`config.mk`:
```
export PLATFORM = sky130hd
export DESIGN_NAME = sad_accum
export DESIGN_NICKNAME = d
export VERILOG_FILES = /design/src/rtl/sad_accum.sv
export SDC_FILE = /design/constraint.sdc
export NUM_CORES = 1
export LEC_CHECK = 0
export BUFFER_PORTS_ARGS = -buffer_cell sky130_fd_sc_hd__buf_2
export CAP_MARGIN = 20
export CORE_MARGIN = 4
export CORE_UTILIZATION = 34
export DETAILED_ROUTE_END_ITERATION = 12
export GPL_TIMING_DRIVEN = 0
export PLACE_DENSITY = 0.47
export SLEW_MARGIN = 5
export SYNTH_ARGS = -nofsm -noshare
export SYNTH_HDL_FRONTEND = slang
export SYNTH_SLANG_ARGS = --single-unit
```
`constraint.sdc`:
```
create_clock -name clk -period 6 [get_ports clk]
set_clock_uncertainty 0.1 [all_clocks]
set_input_delay 1.2 -clock clk [delete_from_list [all_inputs] [get_ports clk]]
set_output_delay 1.2 -clock clk [all_outputs]
set_load 0.01 [all_outputs]
```
`src/rtl/sad_accum.sv`:
```
// Dual-candidate sum-of-absolute-differences accumulator with a running minimum search.
// Define SAD_ACCUM_SAT_EN to make both accumulators saturate instead of wrapping.
module sad_accum #(
    parameter int BLK_LEN   = 16,
    parameter int NUM_PAIRS = 256,
    parameter int SAD_W     = 16
) (
    input  logic                             clk,
    input  logic                             reset,
    input  logic                             start,
    input  logic [7:0]                       c,
    input  logic [7:0]                       p,
    input  logic [7:0]                       p_prime,
    output logic [SAD_W-1:0]                 best_sad,
    output logic [$clog2(2*NUM_PAIRS)-1:0]   best_idx,
    output logic                             busy,
    output logic                             done
);

    localparam int IDX_W  = $clog2(2 * NUM_PAIRS);
    localparam int PAIR_W = IDX_W - 1;
    localparam int PIX_W  = (BLK_LEN > 1) ? $clog2(BLK_LEN) : 1;

    typedef enum logic [1:0] {IDLE, ACCUM, FLUSH, FIN} state_t;

    state_t              state;
    logic [PIX_W-1:0]    pix_cnt;
    logic [PAIR_W-1:0]   pair_cnt;
    logic [SAD_W-1:0]    acc0, acc1;
    logic [SAD_W-1:0]    cmp_sad0, cmp_sad1;
    logic [PAIR_W-1:0]   cmp_pair;
    logic                cmp_valid;
    logic [SAD_W-1:0]    sum0, sum1;
    logic [SAD_W-1:0]    nxt_sad;
    logic [IDX_W-1:0]    nxt_idx;
    logic                last_pix, last_pair;

    function automatic logic [7:0] abs_diff(input logic [7:0] a, input logic [7:0] b);
        logic signed [8:0] d;
        d = $signed({1'b0, a}) - $signed({1'b0, b});
        return d[8] ? 8'(-d) : d[7:0];
    endfunction

    function automatic logic [SAD_W-1:0] acc_add(input logic [SAD_W-1:0] a, input logic [7:0] d);
`ifdef SAD_ACCUM_SAT_EN
        logic [SAD_W:0] s;
        s = {1'b0, a} + (SAD_W+1)'(d);
        return s[SAD_W] ? '1 : s[SAD_W-1:0];
`else
        return a + SAD_W'(d);
`endif
    endfunction

    assign sum0      = acc_add(acc0, abs_diff(c, p));
    assign sum1      = acc_add(acc1, abs_diff(c, p_prime));
    assign last_pix  = (pix_cnt == PIX_W'(BLK_LEN - 1));
    assign last_pair = (pair_cnt == PAIR_W'(NUM_PAIRS - 1));

    // Even candidate is tested first so that it keeps the win on a tie with its odd partner.
    always_comb begin
        // NOTE: every always_comb output gets a default first so no path can infer a latch.
        nxt_sad = best_sad;
        nxt_idx = best_idx;
        if (cmp_sad0 < nxt_sad) begin
            nxt_sad = cmp_sad0;
            nxt_idx = {cmp_pair, 1'b0};
        end
        if (cmp_sad1 < nxt_sad) begin
            nxt_sad = cmp_sad1;
            nxt_idx = {cmp_pair, 1'b1};
        end
    end

    // NOTE: all state uses non-blocking assignments so every register samples pre-edge values.
    always_ff @(posedge clk or posedge reset) begin
        if (reset) begin
            state     <= IDLE;
            busy      <= 1'b0;
            done      <= 1'b0;
            best_sad  <= '1;
            best_idx  <= '0;
            pix_cnt   <= '0;
            pair_cnt  <= '0;
            acc0      <= '0;
            acc1      <= '0;
            cmp_sad0  <= '0;
            cmp_sad1  <= '0;
            cmp_pair  <= '0;
            cmp_valid <= 1'b0;
        end else begin
            done      <= 1'b0;
            cmp_valid <= 1'b0;
            if (cmp_valid) begin
                best_sad <= nxt_sad;
                best_idx <= nxt_idx;
            end

            case (state)
                ACCUM: begin
                    if (last_pix) begin
                        cmp_sad0  <= sum0;
                        cmp_sad1  <= sum1;
                        cmp_pair  <= pair_cnt;
                        cmp_valid <= 1'b1;
                        acc0      <= '0;
                        acc1      <= '0;
                        pix_cnt   <= '0;
                        pair_cnt  <= pair_cnt + PAIR_W'(1);
                        if (last_pair) state <= FLUSH;
                    end else begin
                        acc0    <= sum0;
                        acc1    <= sum1;
                        pix_cnt <= pix_cnt + PIX_W'(1);
                    end
                end
                FLUSH: begin
                    state <= FIN;
                    busy  <= 1'b0;
                    done  <= 1'b1;
                end
                FIN:     state <= IDLE;
                default: state <= IDLE;
            endcase

            // A start in any state wins over the case above: aborts a running search without done.
            if (start) begin
                state     <= ACCUM;
                busy      <= 1'b1;
                done      <= 1'b0;
                best_sad  <= '1;
                best_idx  <= '0;
                pix_cnt   <= '0;
                pair_cnt  <= '0;
                acc0      <= '0;
                acc1      <= '0;
                cmp_valid <= 1'b0;
            end
        end
    end

endmodule

```
==> results.yml, run 1 <==
grt:
  antenna_found_initial: 0
  grt_pass1_vias: 5849
  grt_usage: 0.163
  grt_max_degree: 59
  grt_pass1_wl_mm: 31.0
  grt-ovfl-total: 0
yosys:
  yosysWarnings: 0
  synth_ff_type: "dfrtp_1"
  avgSynthCellArea_um2: 9.05
  async_flop_share: 1.00
  synth_edf_count: 0
  synth_top_area_share: 0.333
  ys_ff_latch: 114
  synth_fp_nets: 914
  ys_seq_area_frac: 0.391
  synthTopCellsByArea: "dfrtp_1, ha_1, o21ai_0, dfstp_2, nand2_1"
  netlist_area_um2: 7360
  synthDistinctLibCells: 47
  post-synth-top-area-cell: "dfrtp_1"
  syn-instance-count: 813
finish:
  antennaDiodeCount: 0
  finalNetCount: 987
  fin_area_um2: 8630
  layout_common_cells: "nand2_1, dfrtp_1, o21ai_0"
  nFillCells: 2151
  seq_area_um2: 2870
  multi_input_comb_area_um2: 4120
  area_delta_synth_final_pct: 17.4
  final_common_cell: "nand2_1"
  layout-drive-gt1-share: 0.125
  utilization: 0.408
power:
  power.share.clock: 0.400
  ir_drop_mv: 0.171
  net-switching-power_uw: 895
  p_comb_frac: 0.281
  p_leak_nw: 4.13
  sw_frac_of_total: 0.328
  sequentialPowerShare: 0.319
  power_density_nw_per_um2: 316
  internal_power_mw: 1.84
timing:
  rsz0062_at_grt: "false"
  worst_slew_pin_slew_ps: 781
  setup_tns_ps: 0
  setup_viol: 0
  hold_viol_final: 0
  fin_crit_sh: 0.924
  period_needed_ps: 5540
  setup_slack_ps: 456
  whs_ps: 376
  fmax_mhz: 180
  drv_slew: 0
  slew_headroom: 0.477
setup_path:
  setup.worst_path.end_class: "flop"
  cp_cell_sequence: "buf_2 > inv_1 > ha_1 > inv_1 > fa_1 > a21o_1 > a21oi_1 > nor2b_1 > o31a_1 > o21a_1 > nor2_1 > mux2i_1 > fa_1 > nor2b_1 > o21ai_0 > a21boi_0 > o21ai_0 > a21oi_1 > and3_1 > o22ai_1 > a22o_1"
  cpPeakStageDelay_ps: 570
  critPathLaunchType: "input port"
  r2r_end: "best_sad[13]"
  worstSetupPathType: "input port to flop"
  critPathTopFamily: "compound AO/OA/AOI/OAI gates"
  cp_data_arrival_time_ps: 5740
  regToRegSetupSlack_ps: 510
  crit_fanout: 7
  path_buf_inv: 3
  cpMaxStageDelayCell: "a21oi_1"
  r2r_cells: 18
  crit_required_ps: 6200
  r2r-start: "best_sad[5]"
cts:
  cts_max_level: 4
  cts_sinks: 114
  worstSkewPairLatency_ps: 420
  numCtsBuffers: 17
  root_buffer: "clkbuf_16"
  clk_pin_slew_ps: 60
  postCtsSetupBuffers: 0
  clockBufferDepth: 2
  cts_tree: "yes"
route:
  drt_iter0_drc: 272
  drt_wl_total_mm: 18.9
  wl_per_cell_um: 16.1
  vias: 5802
  dr.pass1.iters: 4
  vias_per_cell: 4.94
  ant_nets: 0
  drcViolationCount: 0
hold_path:
  min_to: "cmp_pair[3]"
  hold_start: "cmp_pair[3]"
  hold_class: "flop to flop"
  worst_hold_path.num_cells: 2
place:
  dp_hpwl_mm: 14.4
  place_area_um2: 8000
  place_congestion: 0.817
  io_buffers: 53
  pre_cts_ws_ps: -29.0
floorplanning:
  row_count: 53
  die_width_um: 155
  die_area_um2: 24100
  io-pin-count: 54
  coreArea_um2: 21200
  start_util: 0.348
  die_h_um: 155
outcome:
  status: "completed"
job:
  drv_cap: 0
[per-stage QoR]
stage	std cells	power [mW]
final	1174	2.73
after CTS	1174	2.77
after global placement	1141	1.66
after global routing	1174	2.91
after detailed placement	1142	1.66
after floorplan	813	1.43
[cells in the mapped netlist, drive strengths merged (3+ instances only)]
master   number
or4          15
o31a          3
a2111oi       3
nand2b        4
clkbuf       26
and3         22
a21oi        37
a31oi         4
dfrtp        98
ha           70
nor2b         9
o21a          7
mux2i        29
fa            4
nand3        11
inv          57
xor2         20
o31ai         8
buf           7
nor2         51
nand2       108
xnor2        37
a21o         14
or3           7
nor3b        15
dfstp        16
nand4        10
nor3          5
a22o          4
a211oi        3
o21ai        90
[registers in the layout, indices dropped and copies added, names as in the netlist]
signal and flops:
acc0 16, acc1 16, best_idx 9, best_sad 16
busy 1, cmp_pair 8, cmp_sad0 16, cmp_sad1 16
cmp_valid 1, done 1, pair_cnt 8, pix_cnt 4
state 2
[routing by layer]
metal  global-route usage  vias up  wire, um  part of all wire
met3               0.0303       16       665             0.035
met1                0.224     2700      9480              0.50
met4               0.0454        0       250             0.013
li1                     -     2989         -                 -
met2                0.264       97      8490              0.45
met5                    0        -         0                 0
[worst min-delay path: cells and delay by family, from the launching register on]
family | cells | cell delay [ps]
and+or+nand+nor | 2 | 100
DFF | 1 | 340
[cell families (layout without fill, tap and decap cells)]
family          Yosys count  in the layout  share of synthesized area
compound gates          187            187                      0.151
xor+xnor                 57             57                     0.0679
fa+ha+maj                74             74                      0.130
buf+inv                  90            176                     0.0493
flops                   114            114                      0.391
mux                      29             29                     0.0395
simple gates            262            262                      0.171
[how the worst max path moves through the flow]
stage / from / slack (ps) / end / cells past startpoint
after global placement: reset / -10 / cmp_sad0[14] / 2
after floorplan: c[0] / 880 / acc0[12] / 20
after CTS: best_sad[5] / 240 / best_sad[13] / 18
after detailed placement: c[0] / -30 / acc0[15] / 22
after global routing: c[0] / 3 / acc0[15] / 22
final: c[0] / 460 / acc0[12] / 21
[power by group through the flow]
stage	clock, mW	sequential [mW]	combinational [mW]
finish	1.09	0.872	0.768
global route	1.15	0.880	0.881
CTS	1.12	0.872	0.781
detailed placement	0	0.884	0.779
global placement	0	0.884	0.775
floorplan	0	0.874	0.553
[cell type report]
class,count,area share
multi-input cells,609,0.477
plain buffers,33,0.0174
repair buffers,54,0.0339
clock inverters,13,0.0212
inverters,57,0.0254
clock buffers,19,0.0525
well taps,275,0.0398
flip-flops and latches,114,0.333
[repair_timing]
item,in CTS,in global routing
gates resized for setup,0,2
endpoints found under the setup margin,0,7
hold buffers,0,0
Note: power is estimated with default switching activity, not from simulation.
==> run 2, diff against run 1 <==
- CORE_ASPECT_RATIO: not set -> 0.8
- MAX_ROUTING_LAYER: not set -> met4
==> results.yml, run 2 (synthesis results as in run 1) <==
setup_path:
  crit_required_ps: 6210
  r2r_cells: 18
  worstSetupPathType: "input port to flop"
  cp-endpoint: "acc0[12]"
  critPathLaunchType: "input port"
  setup.worst_path.end_class: "flop"
  crit_fanout: 7
  r2r-start: "best_sad[5]"
  r2r_end: "best_sad[12]"
  cp-startpoint: "c[0]"
  regToRegSetupSlack_ps: 530
  cp_data_arrival_time_ps: 5700
timing:
  rsz0062_at_grt: "false"
  hold_viol_final: 0
  period_needed_ps: 5490
  setup_slack_ps: 514
  setup_viol: 0
  slew_headroom: 0.479
  fmax_mhz: 182
  drv_slew: 0
  whs_ps: 379
  worst_slew_pin_slew_ps: 781
  fin_crit_sh: 0.914
  setup_tns_ps: 0
grt:
  grt_usage: 0.172
  grt_max_degree: 73
  antenna_found_initial: 0
  grt_pass1_vias: 5788
  grt_pass1_wl_mm: 31.6
  grt-ovfl-total: 0
finish:
  final_common_cell: "nand2_1"
  antennaDiodeCount: 0
  final_cell_count_no_fill: 1168
  seq_area_um2: 2870
  nFillCells: 2128
  finalNetCount: 987
  multi_input_comb_area_um2: 4120
  layout-drive-gt1-share: 0.123
  layout_common_cells: "nand2_1, dfrtp_1, o21ai_0"
  utilization: 0.411
  area_delta_synth_final_pct: 17.3
floorplanning:
  die_area_um2: 24100
  die_h_um: 140
  start_util: 0.350
  row_count: 47
  io-pin-count: 54
  coreArea_um2: 21000
  die_width_um: 172
cts:
  cts_max_level: 4
  clk_pin_slew_ps: 50
  hold_buffers: 0
  numCtsBuffers: 17
  root_buffer: "clkbuf_16"
  cts_sinks: 114
  worstSkewPairLatency_ps: 420
  cts_tree: "yes"
  cts_resized: 0
  clockBufferDepth: 2
  postCtsSetupBuffers: 0
route:
  vias_per_cell: 5.07
  ant_nets: 0
  drt_wl_total_mm: 19.3
  vias: 5917
  drcViolationCount: 0
  wl_per_cell_um: 16.5
  dr.pass1.iters: 5
  drt_iter0_drc: 371
hold_path:
  hold_class: "flop to flop"
place:
  io_buffers: 53
  dp_cells: 1136
  place_congestion: 0.818
  pre_cts_ws_ps: 54.1
  dp_hpwl_mm: 14.9
outcome:
  status: "completed"
power:
  p_comb_frac: 0.279
  power_density_nw_per_um2: 316
  power.share.clock: 0.401
  p_leak_nw: 4.12
  net-switching-power_uw: 889
  ir_drop_mv: 0.163
  sequentialPowerShare: 0.319
  sw_frac_of_total: 0.326
  internal_power_mw: 1.84
job:
  drv_cap: 0
## run 2: power groups by stage
| stage | clock (mW) | sequential, mW | combinational, mW |
|---|---|---|---|
| 3_5_place_dp | 0 | 0.883 | 0.777 |
| 5_1_grt | 1.16 | 0.881 | 0.882 |
| 4_1_cts | 1.12 | 0.872 | 0.781 |
| 2_1_floorplan | 0 | 0.874 | 0.553 |
| 6_report | 1.09 | 0.871 | 0.761 |
| 3_3_place_gp | 0 | 0.884 | 0.771 |
## run 2: how the worst min path moves through the flow
stage,to,cells after the start,start,slack (ps)
global placement,cmp_pair[1],2,cmp_pair[1],370
CTS,cmp_pair[4],2,cmp_pair[4],380
finish,cmp_pair[3],2,cmp_pair[3],380
global route,cmp_pair[4],2,cmp_pair[4],400
floorplan,cmp_pair[7],2,cmp_pair[7],350
detailed placement,busy,1,busy,370
## run 2: cell type report
type,count,share of cell area
clock buffer,20,0.0529
clock inverter,12,0.0209
inverter,57,0.0254
sequential,114,0.333
tap,269,0.0390
timing repair buffer,54,0.0339
multi-input combinational,609,0.478
buffer,33,0.0174
## run 2: layer usage
| metal | vias up | global-route usage | wire (um) | share of wire |
|---|---|---|---|---|
| met5 | - | - | 0 | 0 |
| met4 | 0 | 0.0471 | 256 | 0.013 |
| met3 | 21 | 0.0295 | 456 | 0.024 |
| met2 | 67 | 0.243 | 8410 | 0.44 |
| met1 | 2847 | 0.253 | 10100 | 0.53 |
| li1 | 2982 | - | - | - |
## run 2: stage by stage
step | cell area [um^2] | power, mW
after floorplan | 7360 | 1.43
after global placement | 7960 | 1.65
after detailed placement | 7990 | 1.66
after CTS | 8630 | 2.77
after global routing | 8630 | 2.92
final | 8630 | 2.73
## run 2: critical path, cell delays in order
cell and delay, ps:
buf_2 90, inv_1 70, ha_1 140, inv_1 50, fa_1 400, a21o_1 200
a21oi_1 250, nor2b_1 100, o31a_1 260, o21a_1 190, nor2_1 320, mux2i_1 190
fa_1 450, nor2b_1 120, o21ai_0 100, a21boi_0 230, o21ai_0 170, a21oi_1 510
and3_1 320, o22ai_1 90, a22o_1 250
